===== config.mk =====
export PLATFORM = sky130hd
export DESIGN_NAME = uart_coe_loader
export DESIGN_NICKNAME = d
export VERILOG_FILES = /design/src/rtl/uart_coe_loader.sv
export SDC_FILE = /design/constraint.sdc
export NUM_CORES = 1
export LEC_CHECK = 0
export CAP_MARGIN = 20
export CORE_MARGIN = 2
export CORE_UTILIZATION = 44
export DETAILED_ROUTE_END_ITERATION = 6
export SYNTH_ARGS = -nofsm -noshare
export SYNTH_HDL_FRONTEND = slang
export SYNTH_SLANG_ARGS = --single-unit

===== constraint.sdc =====
create_clock -name iUpgClock -period 5.1 [get_ports iUpgClock]
set_input_delay 1.02 -clock iUpgClock [delete_from_list [all_inputs] [get_ports iUpgClock]]
set_output_delay 1.02 -clock iUpgClock [all_outputs]
set_load 0.02 [all_outputs]

===== src/rtl/uart_coe_loader.sv =====
// UART program loader: receives 8N1 bytes, packs them little-endian into 32-bit words
// and strobes them into instruction memory, then data memory, reporting busy/done/error.
module uart_coe_loader #(
  parameter int CLKS_PER_BIT   = 87,
  parameter int ADDR_WIDTH     = 14,
  parameter int IM_WORDS       = 16384,
  parameter int DM_WORDS       = 16384,
  parameter int TIMEOUT_CYCLES = 2000000
) (
  input  logic                  iUpgClock,
  input  logic                  iUpgReset,
  input  logic                  iStartReceiveCoe,
  input  logic                  iUartFromPc,
  output logic                  oWriteEnable,
  output logic                  oWriteToData,
  output logic [ADDR_WIDTH-1:0] oWriteAddress,
  output logic [31:0]           oWriteData,
  output logic                  oBusy,
  output logic                  oDone,
  output logic                  oError
);

  localparam int BIT_CW = (CLKS_PER_BIT > 1) ? $clog2(CLKS_PER_BIT) : 1;
  localparam int TO_CW  = $clog2(TIMEOUT_CYCLES + 1);

  localparam logic [BIT_CW-1:0]     BIT_LAST  = BIT_CW'(CLKS_PER_BIT - 1);
  localparam logic [BIT_CW-1:0]     HALF_LAST = BIT_CW'((CLKS_PER_BIT / 2) - 1);
  localparam logic [TO_CW-1:0]      TO_LAST   = TO_CW'(TIMEOUT_CYCLES - 1);
  localparam logic [ADDR_WIDTH-1:0] IM_LAST   = ADDR_WIDTH'(IM_WORDS - 1);
  localparam logic [ADDR_WIDTH-1:0] DM_LAST   = ADDR_WIDTH'(DM_WORDS - 1);

  typedef enum logic [1:0] {RX_IDLE, RX_START, RX_DATA, RX_STOP} rxState_t;
  typedef enum logic [1:0] {IDLE, LOAD_IM, LOAD_DM, DONE} loadState_t;

  rxState_t           rxState;
  logic               rxMeta;
  logic               rxSync;
  logic [BIT_CW-1:0]  bitTimer;
  logic [2:0]         bitIndex;
  logic [7:0]         rxByte;
  logic               byteValid;
  logic               frameError;

  loadState_t         loadState;
  logic               startQ;
  logic               startRise;
  logic [ADDR_WIDTH-1:0] addr;
  logic [1:0]         lane;
  logic [23:0]        partialWord;
  logic [TO_CW-1:0]   timeoutCount;
  logic               seenByte;

  assign startRise = iStartReceiveCoe & ~startQ;

  // The synchroniser flops reset to the idle-high level so reset never looks like a start bit.
  always_ff @(posedge iUpgClock) begin
    if (iUpgReset) begin
      rxMeta     <= 1'b1;
      rxSync     <= 1'b1;
      rxState    <= RX_IDLE;
      bitTimer   <= '0;
      bitIndex   <= '0;
      rxByte     <= '0;
      byteValid  <= 1'b0;
      frameError <= 1'b0;
    end else begin
      rxMeta     <= iUartFromPc;
      rxSync     <= rxMeta;
      byteValid  <= 1'b0;
      frameError <= 1'b0;
      case (rxState)
        RX_IDLE: begin
          bitTimer <= '0;
          bitIndex <= '0;
          if (!rxSync) rxState <= RX_START;
        end
        RX_START: begin
          if (bitTimer == HALF_LAST) begin
            bitTimer <= '0;
            rxState  <= rxSync ? RX_IDLE : RX_DATA;
          end else begin
            bitTimer <= bitTimer + 1'b1;
          end
        end
        RX_DATA: begin
          if (bitTimer == BIT_LAST) begin
            bitTimer <= '0;
            rxByte   <= {rxSync, rxByte[7:1]};
            bitIndex <= bitIndex + 1'b1;
            if (bitIndex == 3'd7) rxState <= RX_STOP;
          end else begin
            bitTimer <= bitTimer + 1'b1;
          end
        end
        RX_STOP: begin
          if (bitTimer == BIT_LAST) begin
            bitTimer <= '0;
            rxState  <= RX_IDLE;
            if (rxSync) byteValid  <= 1'b1;
            else        frameError <= 1'b1;
          end else begin
            bitTimer <= bitTimer + 1'b1;
          end
        end
        default: rxState <= RX_IDLE;
      endcase
    end
  end

  // The fourth byte of a word is merged straight into the strobe so the write lands one cycle after it.
  always_ff @(posedge iUpgClock) begin
    if (iUpgReset) begin
      startQ        <= 1'b0;
      loadState     <= IDLE;
      addr          <= '0;
      lane          <= '0;
      partialWord   <= '0;
      timeoutCount  <= '0;
      seenByte      <= 1'b0;
      oWriteEnable  <= 1'b0;
      oWriteToData  <= 1'b0;
      oWriteAddress <= '0;
      oWriteData    <= '0;
      oBusy         <= 1'b0;
      oDone         <= 1'b0;
      oError        <= 1'b0;
    end else begin
      startQ       <= iStartReceiveCoe;
      oWriteEnable <= 1'b0;
      case (loadState)
        IDLE, DONE: begin
          if (startRise) begin
            loadState    <= LOAD_IM;
            addr         <= '0;
            lane         <= '0;
            timeoutCount <= '0;
            seenByte     <= 1'b0;
            oError       <= 1'b0;
            oDone        <= 1'b0;
            oBusy        <= 1'b1;
          end
        end
        LOAD_IM, LOAD_DM: begin
          if (frameError) oError <= 1'b1;
          if (byteValid) begin
            seenByte     <= 1'b1;
            timeoutCount <= '0;
            if (lane == 2'd3) begin
              oWriteEnable  <= 1'b1;
              oWriteData    <= {rxByte, partialWord};
              oWriteAddress <= addr;
              oWriteToData  <= (loadState == LOAD_DM);
              lane          <= '0;
              if (loadState == LOAD_IM && addr == IM_LAST) begin
                loadState <= LOAD_DM;
                addr      <= '0;
              end else if (loadState == LOAD_DM && addr == DM_LAST) begin
                loadState <= DONE;
                oBusy     <= 1'b0;
                oDone     <= 1'b1;
              end else begin
                addr <= addr + 1'b1;
              end
            end else begin
              case (lane)
                2'd0:    partialWord[7:0]   <= rxByte;
                2'd1:    partialWord[15:8]  <= rxByte;
                default: partialWord[23:16] <= rxByte;
              endcase
              lane <= lane + 1'b1;
            end
          end else if (seenByte) begin
            if (timeoutCount == TO_LAST) begin
              loadState <= DONE;
              lane      <= '0;
              oBusy     <= 1'b0;
              oDone     <= 1'b1;
              oError    <= 1'b1;
            end else begin
              timeoutCount <= timeoutCount + 1'b1;
            end
          end
        end
        default: loadState <= IDLE;
      endcase
    end
  end

endmodule


== Word-level counts from Yosys, hierarchy flattened ==
Index checks and enable logic that the tools add are counted.

* Logic and storage cells: 154
* Input bits: 4
* Register bits: 140

* Add/subtract/negate cells: 5
* Reduce and logical (&&, ||, !) cells: 25
* Eq/ne operators: 29
* Bitwise logic cells: 8
* Multiplexer cells: 63

{| class="wikitable"
|+ Operator list
! kind !! number
|-
| $mux 21 || 4
|-
| $mux 14 || 5
|-
| $pmux 21 s2 || 1
|-
| $mux 2 || 18
|-
| $pmux 14 s2 || 1
|-
| $mux 1 || 22
|-
| $add 21x1->21 const B || 1
|-
| $eq 21x21->1 const B || 1
|-
| $ne 3x3->1 const B || 7
|-
| $pmux 7 s3 || 1
|-
| $ne 2x2->1 const B || 8
|-
| $reduce_and 4->1 || 4
|-
| $add 14x1->14 const B || 1
|-
| $eq 14x14->1 const B || 1
|-
| $mux 7 || 2
|-
| $eq 2x2->1 const B || 5
|-
| $reduce_and 5->1 || 2
|-
| $reduce_and 3->1 || 3
|-
| $pmux 1 s2 || 4
|-
| $pmux 2 s2 || 2
|-
| $pmux 2 s4 || 1
|-
| $reduce_or 2->1 || 4
|-
| $add 7x1->7 const B || 1
|-
| $eq 7x6->1 const B || 1
|-
| 16 further kinds || 30
|}

== Longest topological paths before layout ==
* Word-level depth: 7
* Gate-level depth with buffers: 9
* Gate-level depth less buffers: 7

== Worst setup path after synthesis ==
OpenSTA, ideal clock, no wires.

* Kind: in2reg
* From: in iStartReceiveCoe
* To: reg timeoutCount[7]
* Path buffers: 0
* Required time: 5.030 ns
* Setup time: 0.070 ns
* Cell stages on the path: 5
* Path slack: 2.744 ns
* Arrival time: 2.286 ns
* Cells stage by stage: or2b_2 a21boi_2 o2111ai_2 or3_2 a21oi_1

* Longest elaborated chain between the ends: 3

{| class="wikitable"
|+ Ends and longest elaborated chain
! item !! line !! source
|-
| from (decl) || 12 || <nowiki>input logic iStartReceiveCoe,</nowiki>
|-
| $and 1x1->1 || 53 || <nowiki>assign startRise = iStartReceiveCoe & ~startQ;</nowiki>
|-
| $ne 2x2->1 (no line) || n/a ||
|-
| $reduce_and 3->1 (no line) || n/a ||
|-
| to (signal assigned) || 180 || <nowiki>timeoutCount <= timeoutCount + 1'b1;</nowiki>
|-
| to (decl) || 50 || <nowiki>logic [TO_CW-1:0] timeoutCount;</nowiki>
|}

Every way passes these cells.
A chain may end at the register's enable or synchronous reset.

== Worst setup path after layout ==
* From: in iStartReceiveCoe
* To: reg timeoutCount[20]

The elaborated chain is that of the path after synthesis.

==> qor.yml <==
status: "finished, final reports clean"
drv_slew: 0
yosysSeqAreaShare_pct: 48.0
final_antenna_net_count: 0
viasPerCell: 5.24
row_count: 42
synth_xor_area_share_pct: 2.85
period_minus_slack_ns: 2.86
synth_area_per_cell_um2: 8.21
io_buffers: 54
n_fill_cell: 1238
synth-compound-area-share_pct: 15.0
finalPower_mw: 2.54
synth_edf_count: 0
vias: 4882
seqPwrFrac_pct: 44.1
holdPathStages: 1
crit_buf_inv: 1
cts_buffer_depth: 2
insertedDiodeCount: 0
die_area_um2: 14200
ir_drop_mv: 0.171
final_cell_mix: "nand2_1, dfxtp_1, a21oi_1, nor2_1, clkdlybuf4s50_1"
boundaryPins: 55
design.core.area_um2: 13100
setup-tns-final_ns: 0
final_util_pct: 53.5
p_switching_mw: 0.598
cp-start-kind: "primary input"
drt_iter0_drc: 277
antenna_found_initial: 0
arrival_ns: 3.14
clock-sinks: 140
avgRoutedWirePerCell_um: 13.4
r2r_cells: 7
synth-adder-area-share_pct: 2.57
crit_required_ns: 5.39
dpl.hpwl_mm: 8.17
slowest_stage: "nor4_1"
r2r_setup_slack_ns: 2.25
grt_overflow: 0
swShare_pct: 23.5
cts_htree_levels: 4
layout.nets: 760
cpLargestDelayFamily: "simple AND/OR/NAND/NOR gates"
ys_types: 60
drv_cap: 0
track_usage_pct: 18.7
postLayoutCellArea_um2: 7010
p_leak_nw: 2.27
grt_pass1_wl_mm: 21.7
dieWidth_um: 119
max_clock_freq_mhz: 350
yosys.area_share.simple_pct: 25.1
worst_clock_skew_ns: 0.0106
hold_viol: 0
async_flop_share_pct: 0
cp_max_fo: 13
drc: 0
pwr-share-clk_pct: 47.3
cts_tree: "yes"
crit_cells: 6
intPower_mw: 1.94
root_buffer: "clkbuf_16"
placed_cell_area_um2: 6420
cpPeakStageDelay_ns: 0.63
syn2layout_area_growth_pct: 20.1
synth_top_family_by_area: "simple AND/OR/NAND/NOR gates"
synth-seq-cells: 140
cts_setup_buffers: 0
setup_viol: 0
hp-class: "flop to flop"
synth_nets: 727
drive_gt1_share_pct: 6.48
cts_hold_buf: 0
synthMuxAreaShare_pct: 2.27
rsz0062_at_grt: "no"
period_share_pct: 56.0
comb_power_share_pct: 8.5
syn-instance-count: 711
die_height_um: 119
synth_warnings: 0
tightestPinTransition_ns: 0.929
path_clk_slew_ns: 0.05
cts_inserted_buffers: 17
maxSlewHeadroom_pct: 37.9
wl_mm: 12.5
grt_pass1_vias: 4650
cts_resized: 0
gp_congestion: 0.780
initial_core_util_pct: 44.6
layout_commonest_cell: "nand2_1"
first_pass_iters: 5
grt_max_degree: 76
endpoint_kind: "flop"
ys.flop_type: "dfxtp_1"
path_cells: "clkdlybuf4s50_1 -> nor2b_1 -> o211ai_1 -> nor4_1 -> a21bo_2 -> a21oi_1"
p_per_area_nw_per_um2: 363
syn_area_um2: 5830
critPathKind: "primary input to flop"
clock_latency_ns: 0.42
metrics by stage:
step	worst slack (ns)	hold slack (ns)	cells
after floorplan	2.74	0.389	711
final	2.24	0.407	932
after CTS	2.25	0.408	932
after global placement	1.97	0.391	901
after detailed placement	1.85	0.396	901
after global routing	2.03	0.412	932
Yosys cell counts, types with 7 or more instances:
cell,instances,area (um^2)
nor2_1,58,218
dfxtp_1,140,2800
inv_1,11,41.3
clkbuf_1,34,128
o21ai_0,15,75.1
xor2_1,8,70.1
nor3_1,8,40.0
nand2_1,159,597
nor4_1,10,62.6
or3_1,7,43.8
xnor2_1,11,96.3
nand4_1,9,56.3
a21oi_1,98,490
ha_1,12,150
mux2i_1,11,110
nand3_1,25,125
o211ai_1,7,52.6
kinds of logic after synthesis:
group / Yosys count
AND/OR/NAND/NOR: 319
AO/OA/AOI/OAI: 152
flip-flops: 140
buffers and inverters: 56
XOR/XNOR: 19
multiplexers: 13
adder cells (fa/ha/maj): 12
path summary, 6_finish.rpt:
check / start / endpoint
max: iStartReceiveCoe / timeoutCount[20]
min: rxMeta / rxSync
max reg2reg: loadState[0] / timeoutCount[20]
min reg2reg: rxMeta / rxSync
layout make-up:
type / instances / area (um^2) / area share, %
repair buffers: 58 / 568 / 8.11
multi-input cells: 515 / 2790 / 39.8
well taps: 176 / 220 / 3.14
clock inverters: 6 / 85.1 / 1.21
inverters: 12 / 45.0 / 0.643
flip-flops and latches: 140 / 2800 / 40.0
clock buffers: 25 / 495 / 7.07
per-layer routing:
layer,routed length (um),part of all wire [%],track usage [%]
met1,6080,49,24.5
met2,5900,47,29.2
met3,358,2.9,4.50
met4,123,0.99,8.33
met5,0,0,0
power by group through the flow:
| stage | registers [mW] | clock network [mW] | logic, mW |
|---|---|---|---|
| floorplan | 1.15 | 0 | 0.169 |
| global placement | 1.14 | 0 | 0.214 |
| detailed placement | 1.15 | 0 | 0.216 |
| CTS | 1.12 | 1.23 | 0.217 |
| global route | 1.12 | 1.28 | 0.241 |
| finish | 1.12 | 1.20 | 0.217 |
worst register-to-register path, cell delays in order, from the launching register on:
cell      delay (ns)
dfxtp_1         0.35
inv_1           0.05
ha_1            0.58
clkinv_1        0.38
o211ai_1        0.83
nor4_1          0.21
a21bo_2         0.27
a21oi_1         0.11
state kept, by name, summed over array words and instances, names as in the netlist, named ones only:
name and cells:
frameError 1, rxMeta 1, startQ 1, oBusy 1, partialWord 24, addr 14
rxSync 1, timeoutCount 21, oWriteAddress 14, lane 2, seenByte 1, rxByte 8
oError 1, bitTimer 7, oWriteEnable 1, rxState 1, oWriteData 32, bitIndex 3
byteValid 1, oWriteToData 1, loadState 2, oDone 1
Note: power is estimated with default switching activity, not from simulation.
